`src/rtl/i2s_stereo_framer.sv`:
```
// i2s_stereo_framer
//  Pairs 24-bit mono samples from the I2S receiver into {left,right} stereo
//  frames and buffers them in a DEPTH-entry first-word-fall-through FIFO.
//  Frames leave through a valid/ready handshake. Channel-order slips and
//  dropped frames are reported through sticky flags.
// Ports
//  clk_i, rst_i          clock, asynchronous active-high reset
//  enable_i              0 holds the pairing FSM in WAIT_LEFT; the pop side keeps draining
//  clear_i               synchronous flush of FIFO, flags and FSM
//  sample_i/lr_i         mono sample and its channel tag (0=left, 1=right)
//  sample_valid_i        single-cycle strobe qualifying sample_i/lr_i
//  m_valid_o/m_ready_i   consumer handshake; a frame is taken when both are 1
//  m_left_o/m_right_o    head frame (registered)
//  level_o               number of frames stored (0..DEPTH)
//  overflow_o            sticky: a completed frame was dropped because the FIFO was full
//  sync_err_o            sticky: left-left or orphan-right sequence seen
module i2s_stereo_framer #(
    parameter int unsigned DATA_W = 24,
    parameter int unsigned DEPTH  = 8
) (
    input  logic                     clk_i,
    input  logic                     rst_i,
    input  logic                     enable_i,
    input  logic                     clear_i,
    input  logic [DATA_W-1:0]        sample_i,
    input  logic                     sample_valid_i,
    input  logic                     lr_i,
    output logic                     m_valid_o,
    input  logic                     m_ready_i,
    output logic [DATA_W-1:0]        m_left_o,
    output logic [DATA_W-1:0]        m_right_o,
    output logic [$clog2(DEPTH):0]   level_o,
    output logic                     overflow_o,
    output logic                     sync_err_o
);

    localparam int unsigned PTR_W   = $clog2(DEPTH);
    localparam int unsigned LVL_W   = PTR_W + 1;
    localparam int unsigned FRAME_W = 2 * DATA_W;

    typedef enum logic {
        S_WAIT_LEFT  = 1'b0,
        S_WAIT_RIGHT = 1'b1
    } state_t;

    state_t               r_state;
    logic [DATA_W-1:0]    r_left_hold;
    logic                 r_sync_err;

    logic [FRAME_W-1:0]   r_mem [DEPTH];
    logic [PTR_W-1:0]     r_wr_ptr;
    logic [PTR_W-1:0]     r_rd_ptr;
    logic [LVL_W-1:0]     r_level;
    logic                 r_valid;
    logic [FRAME_W-1:0]   r_head;
    logic                 r_overflow;

    logic                 w_strobe;
    logic                 w_push_req;
    logic                 w_pop;
    logic                 w_full;
    logic                 w_push;
    logic                 w_drop;
    logic [PTR_W-1:0]     w_rd_next;
    logic [LVL_W-1:0]     w_level_next;
    logic [FRAME_W-1:0]   w_frame;
    logic [FRAME_W-1:0]   w_head_next;

    // Qualified sample strobe; clear_i and enable_i=0 block any pairing activity
    assign w_strobe   = sample_valid_i & enable_i & ~clear_i;
    assign w_push_req = w_strobe & (r_state == S_WAIT_RIGHT) & lr_i;
    assign w_pop      = r_valid & m_ready_i & ~clear_i;
    assign w_full     = (r_level == LVL_W'(DEPTH));
    // A full FIFO still accepts a frame when the head leaves in the same cycle
    assign w_push     = w_push_req & (~w_full | w_pop);
    assign w_drop     = w_push_req & w_full & ~w_pop;
    assign w_frame    = {r_left_hold, sample_i};
    assign w_rd_next  = w_pop ? (r_rd_ptr + PTR_W'(1)) : r_rd_ptr;

    // Occupancy after this cycle's push/pop
    always_comb begin
        w_level_next = r_level;
        if (w_push && !w_pop) begin
            w_level_next = r_level + LVL_W'(1);
        end else if (!w_push && w_pop) begin
            w_level_next = r_level - LVL_W'(1);
        end
    end

    // Next head: the frame being written bypasses storage when it lands in the head slot
    assign w_head_next = (w_push && (r_wr_ptr == w_rd_next)) ? w_frame : r_mem[w_rd_next];

    // Pairing FSM with orphan/duplicate-left detection
    always_ff @(posedge clk_i or posedge rst_i) begin
        if (rst_i) begin
            r_state     <= S_WAIT_LEFT;
            r_left_hold <= '0;
            r_sync_err  <= 1'b0;
        end else if (clear_i) begin
            r_state     <= S_WAIT_LEFT;
            r_sync_err  <= 1'b0;
        end else if (!enable_i) begin
            r_state     <= S_WAIT_LEFT;
        end else if (sample_valid_i) begin
            case (r_state)
                S_WAIT_LEFT: begin
                    if (!lr_i) begin
                        r_left_hold <= sample_i;
                        r_state     <= S_WAIT_RIGHT;
                    end else begin
                        r_sync_err  <= 1'b1;
                    end
                end
                S_WAIT_RIGHT: begin
                    if (lr_i) begin
                        r_state     <= S_WAIT_LEFT;
                    end else begin
                        r_left_hold <= sample_i;
                        r_sync_err  <= 1'b1;
                    end
                end
                default: r_state <= S_WAIT_LEFT;
            endcase
        end
    end

    // Frame storage; contents are only meaningful below r_level, so no reset needed
    always_ff @(posedge clk_i) begin
        if (w_push) begin
            r_mem[r_wr_ptr] <= w_frame;
        end
    end

    // Pointers, occupancy, registered FWFT head and overflow flag
    always_ff @(posedge clk_i or posedge rst_i) begin
        if (rst_i) begin
            r_wr_ptr   <= '0;
            r_rd_ptr   <= '0;
            r_level    <= '0;
            r_valid    <= 1'b0;
            r_head     <= '0;
            r_overflow <= 1'b0;
        end else if (clear_i) begin
            r_wr_ptr   <= '0;
            r_rd_ptr   <= '0;
            r_level    <= '0;
            r_valid    <= 1'b0;
            r_overflow <= 1'b0;
        end else begin
            if (w_push) begin
                r_wr_ptr <= r_wr_ptr + PTR_W'(1);
            end
            r_rd_ptr <= w_rd_next;
            r_level  <= w_level_next;
            r_valid  <= (w_level_next != '0);
            // Head holds its last value once the FIFO runs empty
            if (w_level_next != '0) begin
                r_head <= w_head_next;
            end
            if (w_drop) begin
                r_overflow <= 1'b1;
            end
        end
    end

    assign m_valid_o  = r_valid;
    assign m_left_o   = r_head[FRAME_W-1:DATA_W];
    assign m_right_o  = r_head[DATA_W-1:0];
    assign level_o    = r_level;
    assign overflow_o = r_overflow;
    assign sync_err_o = r_sync_err;

endmodule

```
`config.mk`:
```
export PLATFORM = sky130hd
export DESIGN_NAME = i2s_stereo_framer
export DESIGN_NICKNAME = d
export VERILOG_FILES = /design/src/rtl/i2s_stereo_framer.sv
export SDC_FILE = /design/constraint.sdc
export NUM_CORES = 1
export LEC_CHECK = 0
export BUFFER_PORTS_ARGS = -buffer_cell sky130_fd_sc_hd__buf_2
export CAP_MARGIN = 5
export CORE_ASPECT_RATIO = 0.75
export CORE_UTILIZATION = 35
export DETAILED_ROUTE_END_ITERATION = 6
export HOLD_SLACK_MARGIN = 0.03
export PLACE_DENSITY = 0.61
export SYNTH_ARGS = -nofsm -noshare
export SYNTH_HDL_FRONTEND = slang
export SYNTH_SLANG_ARGS = --single-unit
```
`constraint.sdc`:
```
create_clock -name clk_i -period 7.54 [get_ports clk_i]
set_input_delay 0 -clock clk_i [delete_from_list [all_inputs] [get_ports clk_i]]
set_output_delay 0 -clock clk_i [all_outputs]
set_load 0.02 [all_outputs]
```
-- Yosys cells after proc, flatten, opt, wreduce, memory -nomap -nowiden
Memory sizes are Yosys's and may differ from the RTL's. A register that Yosys moved wholly into a read port is not among the register bits.
Cells that the tools add are included.
- $add $sub $neg: 4
- eq/ne operators: 4
- multiplexer cells: 23
- bitwise gates (word level): 15
- reduce and logical (&&, ||, !) cells: 12
- operators by type and width (cell ; number):
    two-way mux 24 bit ; 1
    two-way mux 1 bit ; 14
    two-way mux 3 bit ; 4
    two-way mux 4 bit ; 3
    bitwise AND 1 bit ; 9
    AND reduction 4 bit ; 2
    nonzero test 2 bit ; 4
    adder 3 x 1 -> 3 bit (second input constant) ; 2
    != test 3 bit (second input constant) ; 2
    inverter 1 bit ; 5
    adder 4 x 1 -> 4 bit (second input constant) ; 1
    == test 4 bit (second input constant) ; 1
    nonzero test 4 bit ; 1
    subtractor 4 x 1 -> 4 bit (second input constant) ; 1
    != test 3 x 1 -> 1 bit (second input constant) ; 1
    logical AND 1 bit ; 2
    zero test 1 bit ; 2
    case mux 1 bit (2 select lines) ; 1
    AND reduction 2 bit ; 1
    OR 1 bit ; 1
- register bits: 38
- bits in writable memories: 384
- input bits: 31
- logic and storage cells: 67
- memories: 1
- memories (memory ; depth ; bits a word ; read ports ; clocked after memory_dff ; write ports ; line ; text):
    r_mem ; 8 ; 48 ; 1 ; 1 ; 1 ; 50 ; logic [FRAME_W-1:0] r_mem [DEPTH];

-- Longest topological paths before layout
Gate-level depths: netlist of run 1.
- word-level depth: 11
- gate-level depth with buffers: 11

-- Worst setup path after synthesis of run 1
Ideal clock, no wire load.
- kind: register to register
- from: register r_level[0], in the netlist level_o[0]
- to: memory r_mem[0][0] (netlist name) (enable)
- library setup time: 0.513 ns
- arrival time: 4.965 ns
- required time: 7.027 ns
- slack: 2.062 ns
- cell stages (with the launch flop): 8
- path buffers: 1
- clock period less this slack: 5.478 ns
- path through: dfrtp_1 > inv_1 > ha_1 > and3b_1 > clkbuf_1 > a21oi_1 > nand2b_1 > nor3_1
- cells in the longest elaborated chain, start to end: 6
- RTL lines (what ; line ; text):
    start, declared ; 53 ; logic [LVL_W-1:0] r_level;
    start signal, assigned ; 154 ; r_level <= w_level_next;
    == test 4 bit ; 73 ; assign w_full = (r_level == LVL_W'(DEPTH));
    inverter 1 bit ; 75 ; assign w_push = w_push_req & (~w_full | w_pop);
    OR 1 bit ; 75 ;
    bitwise AND 1 bit ; 75 ;
    two-way mux 1 bit ; 129 ; if (w_push) begin
    two-way mux 1 bit (implied by the code) ; 130 ; r_mem[r_wr_ptr] <= w_frame;
    end, declared ; 50 ;
No other way between the ends.

-- Worst setup path in the final report of run 1
- from: input clear_i
- to: memory r_mem[0][15] (netlist name) (enable)
- cells in the longest elaborated chain, start to end: 7
- elaborated cells on any way between the ends: 9
- those cells by class: mux: 2; bitwise: 7
- RTL lines (what ; line ; text):
    start, declared ; 24 ; input logic clear_i,
    inverter 1 bit (no source line) (*) ; - ;
    bitwise AND 1 bit ; 70 ; assign w_strobe = sample_valid_i & enable_i & ~clear_i;
    bitwise AND 1 bit (2 in a row) ; 71 ; assign w_push_req = w_strobe & (r_state == S_WAIT_RIGHT) & lr_i;
    bitwise AND 1 bit (*) ; 75 ;
    two-way mux 1 bit (*) ; 129 ;
    two-way mux 1 bit (implied by the code) (*) ; 130 ;
Every way passes the cells marked *; elsewhere a longest branch is shown, timed or not.

==> flow_metrics.env, run 1 <==
export IMPL_cts_setup_buffers=0
export IMPL_root_buffer="clkbuf_16"
export IMPL_preCtsSetupSlack_ns=3.340
export IMPL_io_pins=86
export IMPL_synth_ff_type="edfxtp_1"
export IMPL_worst_pin_slew_ns=1.120
export IMPL_cts_buffers=45
export IMPL_hold_class="input pin to async pin"
export IMPL_cp_required_ns=7.73
export IMPL_netlist_top_cells_area="edfxtp_1 64%, dfrtp_1 12%, o22ai_1 5.0%, a32o_1 2.7%, o221ai_1 2.3%"
export IMPL_drc_errors=0
export IMPL_max_stage_delay_ns=0.71
export IMPL_setup_viol=0
export IMPL_async_flop_share=0.1830
export IMPL_vias=11030
export IMPL_fin_total_pwr_mw=6.638
export IMPL_initial_utilization=0.3577
export IMPL_insertion_delay_ns=0.59
export IMPL_hpwl_mm=24.62
export IMPL_grt_pass1_vias=11010
export IMPL_synth_edf_count=384
export IMPL_drive_above_1_share=0.1796
export IMPL_hold_viol_final=0
export IMPL_viasPerCell=5.787
export IMPL_cts_max_level=2
export IMPL_r2r_end="r_mem[0][15]"
export IMPL_cp_num_cells=8
export IMPL_ys_seq_area_frac=0.7568
export IMPL_grt_first_pass_wirelength_mm=70.65
export IMPL_clock_path_buffers=3
export IMPL_grt_max_degree=94
export IMPL_netlist_instances=1114
export IMPL_cts_resized_gates=0
export IMPL_synth_common_cells="384 x edfxtp_1, 145 x o22ai_1, 86 x dfrtp_1"
export IMPL_die_width_um=264.4
export IMPL_period_needed_ns=4.145
export IMPL_antenna_found_initial=3
export IMPL_peakVddDrop_uv=206.4
export IMPL_rsz0062_at_grt="no"
export IMPL_synthToLayoutAreaGrowth_pct=16.19
export IMPL_r2r_slack_ns=3.42
export IMPL_synth_avg_cell_area_sq_um=16.23
export IMPL_synth_top_area_frac=0.6378
export IMPL_cts_sinks=470
export IMPL_timing_rr_start="r_state"
export IMPL_path_buf_inv=3
export IMPL_critPathSlowestCell="nor3_2"
export IMPL_maxSlewViolCount=0
export IMPL_io_buffers=85
export IMPL_syn_nets=1150
export IMPL_rows=71
export IMPL_fp_dieH_um=198.8
export IMPL_maxSlewHeadroom=0.2513
export IMPL_status="finished, final reports clean"
export IMPL_skew_ns=0.04014
export IMPL_synth_distinct_cells=52
export IMPL_finalCritPeriodShare=0.5497
export IMPL_final_antenna_net_count=0
export IMPL_yosysWarnings=0
export IMPL_powerDensity_mw_per_mm2=316.0
export IMPL_post_synth_top_count_cell="edfxtp_1"
export IMPL_cts_tree="yes"
export IMPL_clk_pin_slew_ns=0.06
export IMPL_critPathArrivalTime_ns=4.34
export IMPL_setup_ws_ns=3.395
export IMPL_fp_coreArea_sq_mm=0.05055
export IMPL_yosys_area_top_type="edfxtp_1"
export IMPL_syn_area_sq_mm=0.01808
export IMPL_fin_util=0.4156
export IMPL_grt_usage=0.1803
export IMPL_wl_mm=47.45
export IMPL_grt_ovfl_total=0
export IMPL_p_leak_nw=7.042
export IMPL_ff2ff_path_depth=6
export IMPL_final_nets=1246
export IMPL_dieArea_sq_mm=0.05258
export IMPL_worst_path_max_fanout=45
export IMPL_fin_setup_tns_ns=0
export IMPL_end_kind="register"
export IMPL_start_kind="input pin"
export IMPL_critPathTopFamily="simple AND/OR/NAND/NOR gates"
export IMPL_max_freq_mhz=241.3
export IMPL_globalplace_congestion=0.7568
export IMPL_drt_iter0_drc=1052
export IMPL_crit_type="input pin to register"
export IMPL_cts_hold_buf=33
export IMPL_wire_per_inst_um=24.90
export IMPL_maxCapViolCount=0
export IMPL_worstPathCellList="dlygate4sd3_1, buf_2, and2b_2, nand2_1, a21oi_1, nand2b_1, nor3_2, buf_4"
export IMPL_dr_pass1_iters=6
export IMPL_synth_seq_cells=470
## layout make-up
class                   instances  area, sq um
diodes                          2        5.005
clock buffers                  61         1226
clock inverters                23        276.5
fillers                      4514        29540
inverters                       9        36.28
multi-input cells             544         4038
flip-flops and latches        470        13680
well taps                     657        822.0
repair buffers                140        920.9
## state kept, by name, indices dropped and copies added (netlist names)
signal and count:
r_mem 384, r_head 48, r_left_hold 24, level_o 4
r_rd_ptr 3, r_wr_ptr 3, m_valid_o 1, overflow_o 1
r_state 1, sync_err_o 1
## cells in the final DEF, fill, tap and decap left out, types with 6 or more instances in the layout
cell             n
a31oi_1         29
o21a_1          23
dlygate4sd3_1   33
nand2b_1         6
xor2_1           6
a32o_1          48
o221ai_1        47
buf_4           22
edfxtp_1       384
or3_1           48
a21oi_1          6
nand2_1         11
mux2_2          25
clkbuf_16       45
inv_1            8
clkbuf_1        12
nor2_4           6
nor2_1          40
dfrtp_1         86
clkinv_2         7
o22ai_1        145
o211ai_1        48
buf_2           85
## layer usage
layer	track usage	part of all wire
met1	0.2659	0.46
met2	0.2775	0.45
met3	0.03120	0.072
met4	0.04113	0.016
met5	0	0
## where the power goes
part	internal [mW]	switching, mW
sequential	3.03	0.224
clock	1.29	0.988
combinational	0.387	0.715
## metrics by stage
stage                     cell area, sq um  hold slack (ns)  cells
after floorplan                      18080          0.09887   1114
after global placement               19170           0.1307   1787
after detailed placement             19170           0.1350   1787
after CTS                            21000          0.04513   1904
after global routing                 21010          0.09890   1906
final                                21010          0.06020   1906
## how the worst max path moves through the flow
stage / from / slack, ns / end
floorplan: level_o[0] / 2.06 / r_mem[0][0]
global placement: clear_i / 3.44 / r_mem[1][41]
detailed placement: clear_i / 3.34 / r_mem[0][17]
CTS: clear_i / 3.38 / r_mem[0][15]
global route: clear_i / 3.07 / r_mem[0][29]
finish: clear_i / 3.40 / r_mem[0][15]
## worst register-to-register path: stages, from the launching register on
cell and delay [ns]:
dfrtp_1 0.45, and3_2 0.27, nand2_1 0.64, a21oi_1 0.65
nand2b_1 0.34, nor3_2 0.71, buf_4 0.65
## logic make-up (layout without fill, tap and decap cells)
kind of cell | count (synthesis) | count (layout) | synth area share
flip-flops | 470 | 470 | 0.7568
AO/OA/AOI/OAI | 362 | 362 | 0.1479
AND/OR/NAND/NOR | 137 | 137 | 0.04180
buffers and inverters | 100 | 233 | 0.02505
multiplexers | 30 | 30 | 0.01910
XOR/XNOR | 10 | 10 | 0.005883
adder cells (fa/ha/maj) | 5 | 5 | 0.003460
other | 0 | 2 | 0
No activity file was read; power rests on OpenSTA's default activity.
==> run 2: changes to the inputs <==
--- a/config.mk
+++ b/config.mk
@@ -11,7 +11,7 @@
 export CORE_UTILIZATION = 35
 export DETAILED_ROUTE_END_ITERATION = 6
 export HOLD_SLACK_MARGIN = 0.03
-export PLACE_DENSITY = 0.61
+export PLACE_DENSITY = 0.63
 export SYNTH_ARGS = -nofsm -noshare
 export SYNTH_HDL_FRONTEND = slang
 export SYNTH_SLANG_ARGS = --single-unit
==> constraint.sdc (replaced) <==
create_clock -name clk_i -period 3.8 [get_ports clk_i]
set_input_delay 0 -clock clk_i [delete_from_list [all_inputs] [get_ports clk_i]]
set_output_delay 0 -clock clk_i [all_outputs]
set_load 0.02 [all_outputs]
==> flow_metrics.env, run 2 (synthesis gave the netlist of run 1 again) <==
export IMPL_status="finished, final reports clean"
export IMPL_clock_path_buffers=3
export IMPL_largest_reg_flops=384
export IMPL_grt_usage=0.1809
export IMPL_final_antenna_net_count=0
export IMPL_worst_path_max_fanout=20
export IMPL_final_nets=1255
export IMPL_fp_coreArea_sq_mm=0.05055
export IMPL_hold_path_end="level_o[3]"
export IMPL_top_regs="r_mem x384, r_head x48, r_left_hold x24"
export IMPL_r2r_slack_ns=0.80
export IMPL_powerDensity_mw_per_mm2=620.5
export IMPL_placedCellCount=1801
export IMPL_die_width_um=264.4
export IMPL_end_kind="register"
export IMPL_io_pins=86
export IMPL_grt_first_pass_wirelength_mm=71.50
export IMPL_cts_sinks=470
export IMPL_max_freq_mhz=333.2
export IMPL_crit_type="register to register"
export IMPL_cts_max_level=2
export IMPL_io_buffers=85
export IMPL_placed_cell_area_sq_mm=0.01956
export IMPL_stdcell_area_sq_mm=0.02131
export IMPL_timing_rr_start="level_o[0]"
export IMPL_maxSlewViolCount=0
export IMPL_max_stage_delay_ns=0.61
export IMPL_worstPathCellList="inv_1, ha_1, and3b_1, a21oi_1, nand2_1, nor2_4, buf_12"
export IMPL_maxCapViolCount=0
export IMPL_hold_viol_final=0
export IMPL_diodes=0
export IMPL_path_buf_inv=2
export IMPL_rows=71
export IMPL_final_common_cell="edfxtp_1"
export IMPL_drt_iter0_drc=1207
export IMPL_fill_cells=4484
export IMPL_hold_class="input pin to register"
export IMPL_start_kind="register"
export IMPL_preCtsSetupSlack_ns=0.8430
export IMPL_hp_start="enable_i"
export IMPL_cts_resized_gates=0
export IMPL_setup_ws_ns=0.7992
export IMPL_critPathTopFamily="simple AND/OR/NAND/NOR gates"
export IMPL_vias=11120
export IMPL_layout_common_cells="384 x edfxtp_1, 145 x o22ai_1, 86 x dfrtp_1"
export IMPL_ff2ff_path_depth=7
export IMPL_root_buffer="clkbuf_16"
export IMPL_insertion_delay_ns=0.57
export IMPL_rsz0062_at_grt="no"
export IMPL_peakVddDrop_uv=413.7
export IMPL_top_register="r_mem"
export IMPL_dr_pass1_iters=7
export IMPL_synthToLayoutAreaGrowth_pct=17.84
export IMPL_r2r_end="r_mem[5][14]"
export IMPL_globalplace_congestion=0.7876
export IMPL_hold_depth=5
export IMPL_grt_max_degree=97
export IMPL_drive_above_1_share=0.1898
export IMPL_maxSlewHeadroom=0.3805
export IMPL_finalCritPeriodShare=0.7897
export IMPL_stdcell_count=1911
export IMPL_period_needed_ns=3.001
export IMPL_wire_per_inst_um=24.88
export IMPL_viasPerCell=5.821
export IMPL_cts_tree="yes"
export IMPL_initial_utilization=0.3577
export IMPL_clk_pin_slew_ns=0.07
export IMPL_grt_pass1_vias=10920
export IMPL_critPathArrivalTime_ns=3.27
export IMPL_grt_ovfl_total=0
export IMPL_skew_ns=0.02679
export IMPL_worst_pin_slew_ns=0.9293
export IMPL_drc_errors=0
export IMPL_fp_dieH_um=198.8
export IMPL_cp_required_ns=4.07
export IMPL_critPathSlowestCell="nor2_4"
export IMPL_antenna_found_initial=0
export IMPL_hpwl_mm=25.92
export IMPL_wl_mm=47.54
export IMPL_p_leak_nw=7.159
export IMPL_fin_util=0.4215
export IMPL_setup_viol=0
export IMPL_dieArea_sq_mm=0.05258
export IMPL_cts_buffers=43
==> run 2: changes by cell type in the layout (fill, tap and decap cells not counted), sizes merged <==
cell and change:
buf +14, dlygate4sd3 -3, clkbuf -1, inv +1, clkinv -4, diode -2
==> run 2: power by group <==
group	switching (mW)	internal, mW
Sequential	0.426	6.01
Clock	1.93	2.53
Combinational	1.47	0.858
Total	3.82	9.40
==> run 2: timing repair <==
item                      CTS  global route
hold endpoints to repair  291             0
setup buffers               0             0
hold buffers               30             0
==> run 2: layout make-up <==
class	instances	area [sq um]	area share
repair buffers	151	1271	0.05967
clock inverters	20	221.5	0.01039
multi-input cells	544	4050	0.1901
inverters	9	36.28	0.001703
flip-flops and latches	470	13680	0.6422
clock buffers	60	1221	0.05732
well taps	657	822.0	0.03858
==> run 2: worst max path at each step <==
stage,slack (ns),end,startpoint,depth (start not counted)
floorplan,-0.38,r_mem[2][0],level_o[0],7
global placement,0.96,r_mem[5][14],level_o[0],7
detailed placement,0.84,r_mem[5][14],level_o[0],7
CTS,0.81,r_mem[5][14],level_o[0],7
global route,0.60,r_mem[5][14],level_o[0],7
finish,0.80,r_mem[5][14],level_o[0],7
==> run 2: worst min-delay path: stages <==
cell	delay, ns
buf_2	0.13
nand4b_1	0.14
o211a_1	0.17
nor4_2	0.06
nor2_1	0.08
==> run 2: layer usage <==
layer  vias to the layer above  GRT usage  part of all wire
li1                       4854          -                 -
met1                      5774     0.2654              0.46
met2                       438     0.2752              0.45
met3                        55    0.03875             0.078
met4                         2    0.03639             0.013
met5                         -    0.01118            0.0015
==> run 2: through the flow <==
stage | hold WS [ns] | power (mW) | TNS [ns]
2_1_floorplan | 0.09887 | 7.780 | -127.98
3_3_place_gp | 0.2701 | 8.791 | 0
3_5_place_dp | 0.2774 | 8.841 | 0
4_1_cts | 0.04724 | 13.28 | 0
5_1_grt | 0.1277 | 13.66 | 0
6_report | 0.06111 | 13.22 | 0
==> run 3: changes to the inputs <==
==> constraint.sdc (replaced) <==
create_clock -name clk_i -period 2.5 [get_ports clk_i]
set_input_delay 0 -clock clk_i [delete_from_list [all_inputs] [get_ports clk_i]]
set_output_delay 0 -clock clk_i [all_outputs]
set_load 0.02 [all_outputs]
==> flow_metrics.env, run 3 (synthesis gave the netlist of run 1 again) <==
export IMPL_status="finished, final reports clean"
export IMPL_powerDensity_mw_per_mm2=916.9
export IMPL_max_freq_mhz=414.8
export IMPL_power_frac_comb=0.193
export IMPL_largest_reg_flops=384
export IMPL_multi_input_area_sq_mm=0.004105
export IMPL_cp_required_ns=2.74
export IMPL_start_kind="register"
export IMPL_swShare=0.2904
export IMPL_dieArea_sq_mm=0.05258
export IMPL_fp_dieH_um=198.8
export IMPL_cts_buffers=43
export IMPL_maxCapViolCount=0
export IMPL_hold_class="input pin to register"
export IMPL_crit_type="register to register"
export IMPL_dr_pass1_iters=6
export IMPL_clock_path_buffers=3
export IMPL_critPathArrivalTime_ns=2.65
export IMPL_period_needed_ns=2.411
export IMPL_vias=11390
export IMPL_layout_common_cells="384 x edfxtp_1, 145 x o22ai_1, 85 x buf_2"
export IMPL_root_buffer="clkbuf_16"
export IMPL_diodes=0
export IMPL_worst_path_max_fanout=28
export IMPL_setup_viol=0
export IMPL_end_kind="register"
export IMPL_insertion_delay_ns=0.56
export IMPL_grt_first_pass_wirelength_mm=74.27
export IMPL_power_switching_mw=5.789
export IMPL_worstPathCellList="inv_2, ha_4, and3b_2, buf_4, a21oi_4, nand2_4, nor3_4, buf_12"
export IMPL_setup_ws_ns=0.08922
export IMPL_drc_errors=0
export IMPL_grt_pass1_vias=11430
export IMPL_maxSlewViolCount=0
export IMPL_critPathSlowestCell="dfrtp_2"
export IMPL_cts_max_level=2
export IMPL_top_register="r_mem"
export IMPL_finalCritPeriodShare=0.9643
export IMPL_antenna_found_initial=2
export IMPL_fin_setup_tns_ns=0
export IMPL_io_buffers=85
export IMPL_final_nets=1293
export IMPL_max_stage_delay_ns=0.44
export IMPL_ff_latch_area_sq_mm=0.01369
export IMPL_wl_mm=49.52
export IMPL_stdcell_count=1948
export IMPL_hold_viol_final=0
export IMPL_cts_tree="yes"
export IMPL_grt_usage=0.1886
export IMPL_clk_pin_slew_ns=0.06
export IMPL_initial_utilization=0.3577
export IMPL_power_frac_seq=0.490
export IMPL_skew_ns=0.02152
export IMPL_p_clk_frac=0.316
export IMPL_peakVddDrop_uv=652.5
export IMPL_cts_sinks=470
export IMPL_holdWs_ns=0.1172
export IMPL_drive_above_1_share=0.2153
export IMPL_grt_max_degree=60
export IMPL_wire_per_inst_um=25.42
export IMPL_io_pins=86
export IMPL_maxSlewHeadroom=0.6239
export IMPL_hpwl_mm=28.13
export IMPL_p_leak_nw=7.372
export IMPL_synthToLayoutAreaGrowth_pct=20.24
export IMPL_placedCellCount=1833
export IMPL_fill_cells=4491
export IMPL_globalplace_congestion=0.7865
export IMPL_worst_pin_slew_ns=0.5641
export IMPL_fin_util=0.4301
export IMPL_drt_iter0_drc=1450
export IMPL_fp_coreArea_sq_mm=0.05055
export IMPL_preCtsSetupSlack_ns=0.03513
export IMPL_grt_ovfl_total=0
export IMPL_final_common_cell="edfxtp_1"
export IMPL_rows=71
export IMPL_top_regs="r_mem x384, r_head x48, r_left_hold x24"
export IMPL_die_width_um=264.4
export IMPL_cell_internal_pwr_mw=14.14
export IMPL_final_antenna_net_count=0
export IMPL_viasPerCell=5.849
[run 3: layout make-up]
type,instances,share of cell area
flip-flops and latches,470,0.6296
multi-input cells,544,0.1888
repair buffers,189,0.08081
clock buffers,59,0.05468
well taps,657,0.03782
clock inverters,20,0.006504
inverters,9,0.001784
[run 3: final timing paths]
path                                      from        endpoint  slack, ns  depth (start not counted)
worst max-delay path                level_o[1]    r_mem[1][41]       0.09                          8
worst min-delay path            sample_valid_i      level_o[3]       0.12                          5
worst max register to register      level_o[1]    r_mem[1][41]       0.09                          8
worst min register to register      r_head[31]      r_head[31]       0.49                          1
max in group asynchronous                rst_i      level_o[0]       1.12                          5
min in group asynchronous                rst_i  r_left_hold[7]       0.61                          4
[run 3: power groups by stage]
stage / clock, mW / combinational, mW / sequential, mW
2_1_floorplan: 0 / 1.71 / 10.1
3_3_place_gp: 0 / 3.61 / 9.90
3_5_place_dp: 0 / 3.68 / 9.93
4_1_cts: 6.43 / 3.73 / 9.77
5_1_grt: 6.74 / 4.10 / 9.84
6_report: 6.30 / 3.85 / 9.78
[run 3: layer usage]
layer  share of wire  vias up  GRT usage
li1                -     4920          -
met1            0.44     5865     0.2738
met2            0.44      549     0.2845
met3           0.098       60    0.04865
met4           0.016        0    0.03898
met5               0        -          0
[run 3: through the flow]
step	instance area, sq um	total power, mW
finish	21740	19.93
floorplan	18200	11.84
global placement	20020	13.52
global route	21740	20.68
CTS	21680	19.93
detailed placement	20020	13.61
[run 3: repair_timing]
item                                   in CTS  in global routing
setup endpoints to repair                   0                 80
setup buffers                               0                  2
hold buffers                               33                  0
resized for setup                           0                  6
endpoints found under the hold margin     319                  0
[run 3: worst max-delay path: cells and delay by family, from the launching register on]
family	cells	cell delay, ns
AO/OA/AOI/OAI	1	0.25
adder cells (fa/ha/maj)	1	0.16
buffers and inverters	3	0.53
flip-flops	1	0.44
AND/OR/NAND/NOR	3	0.71
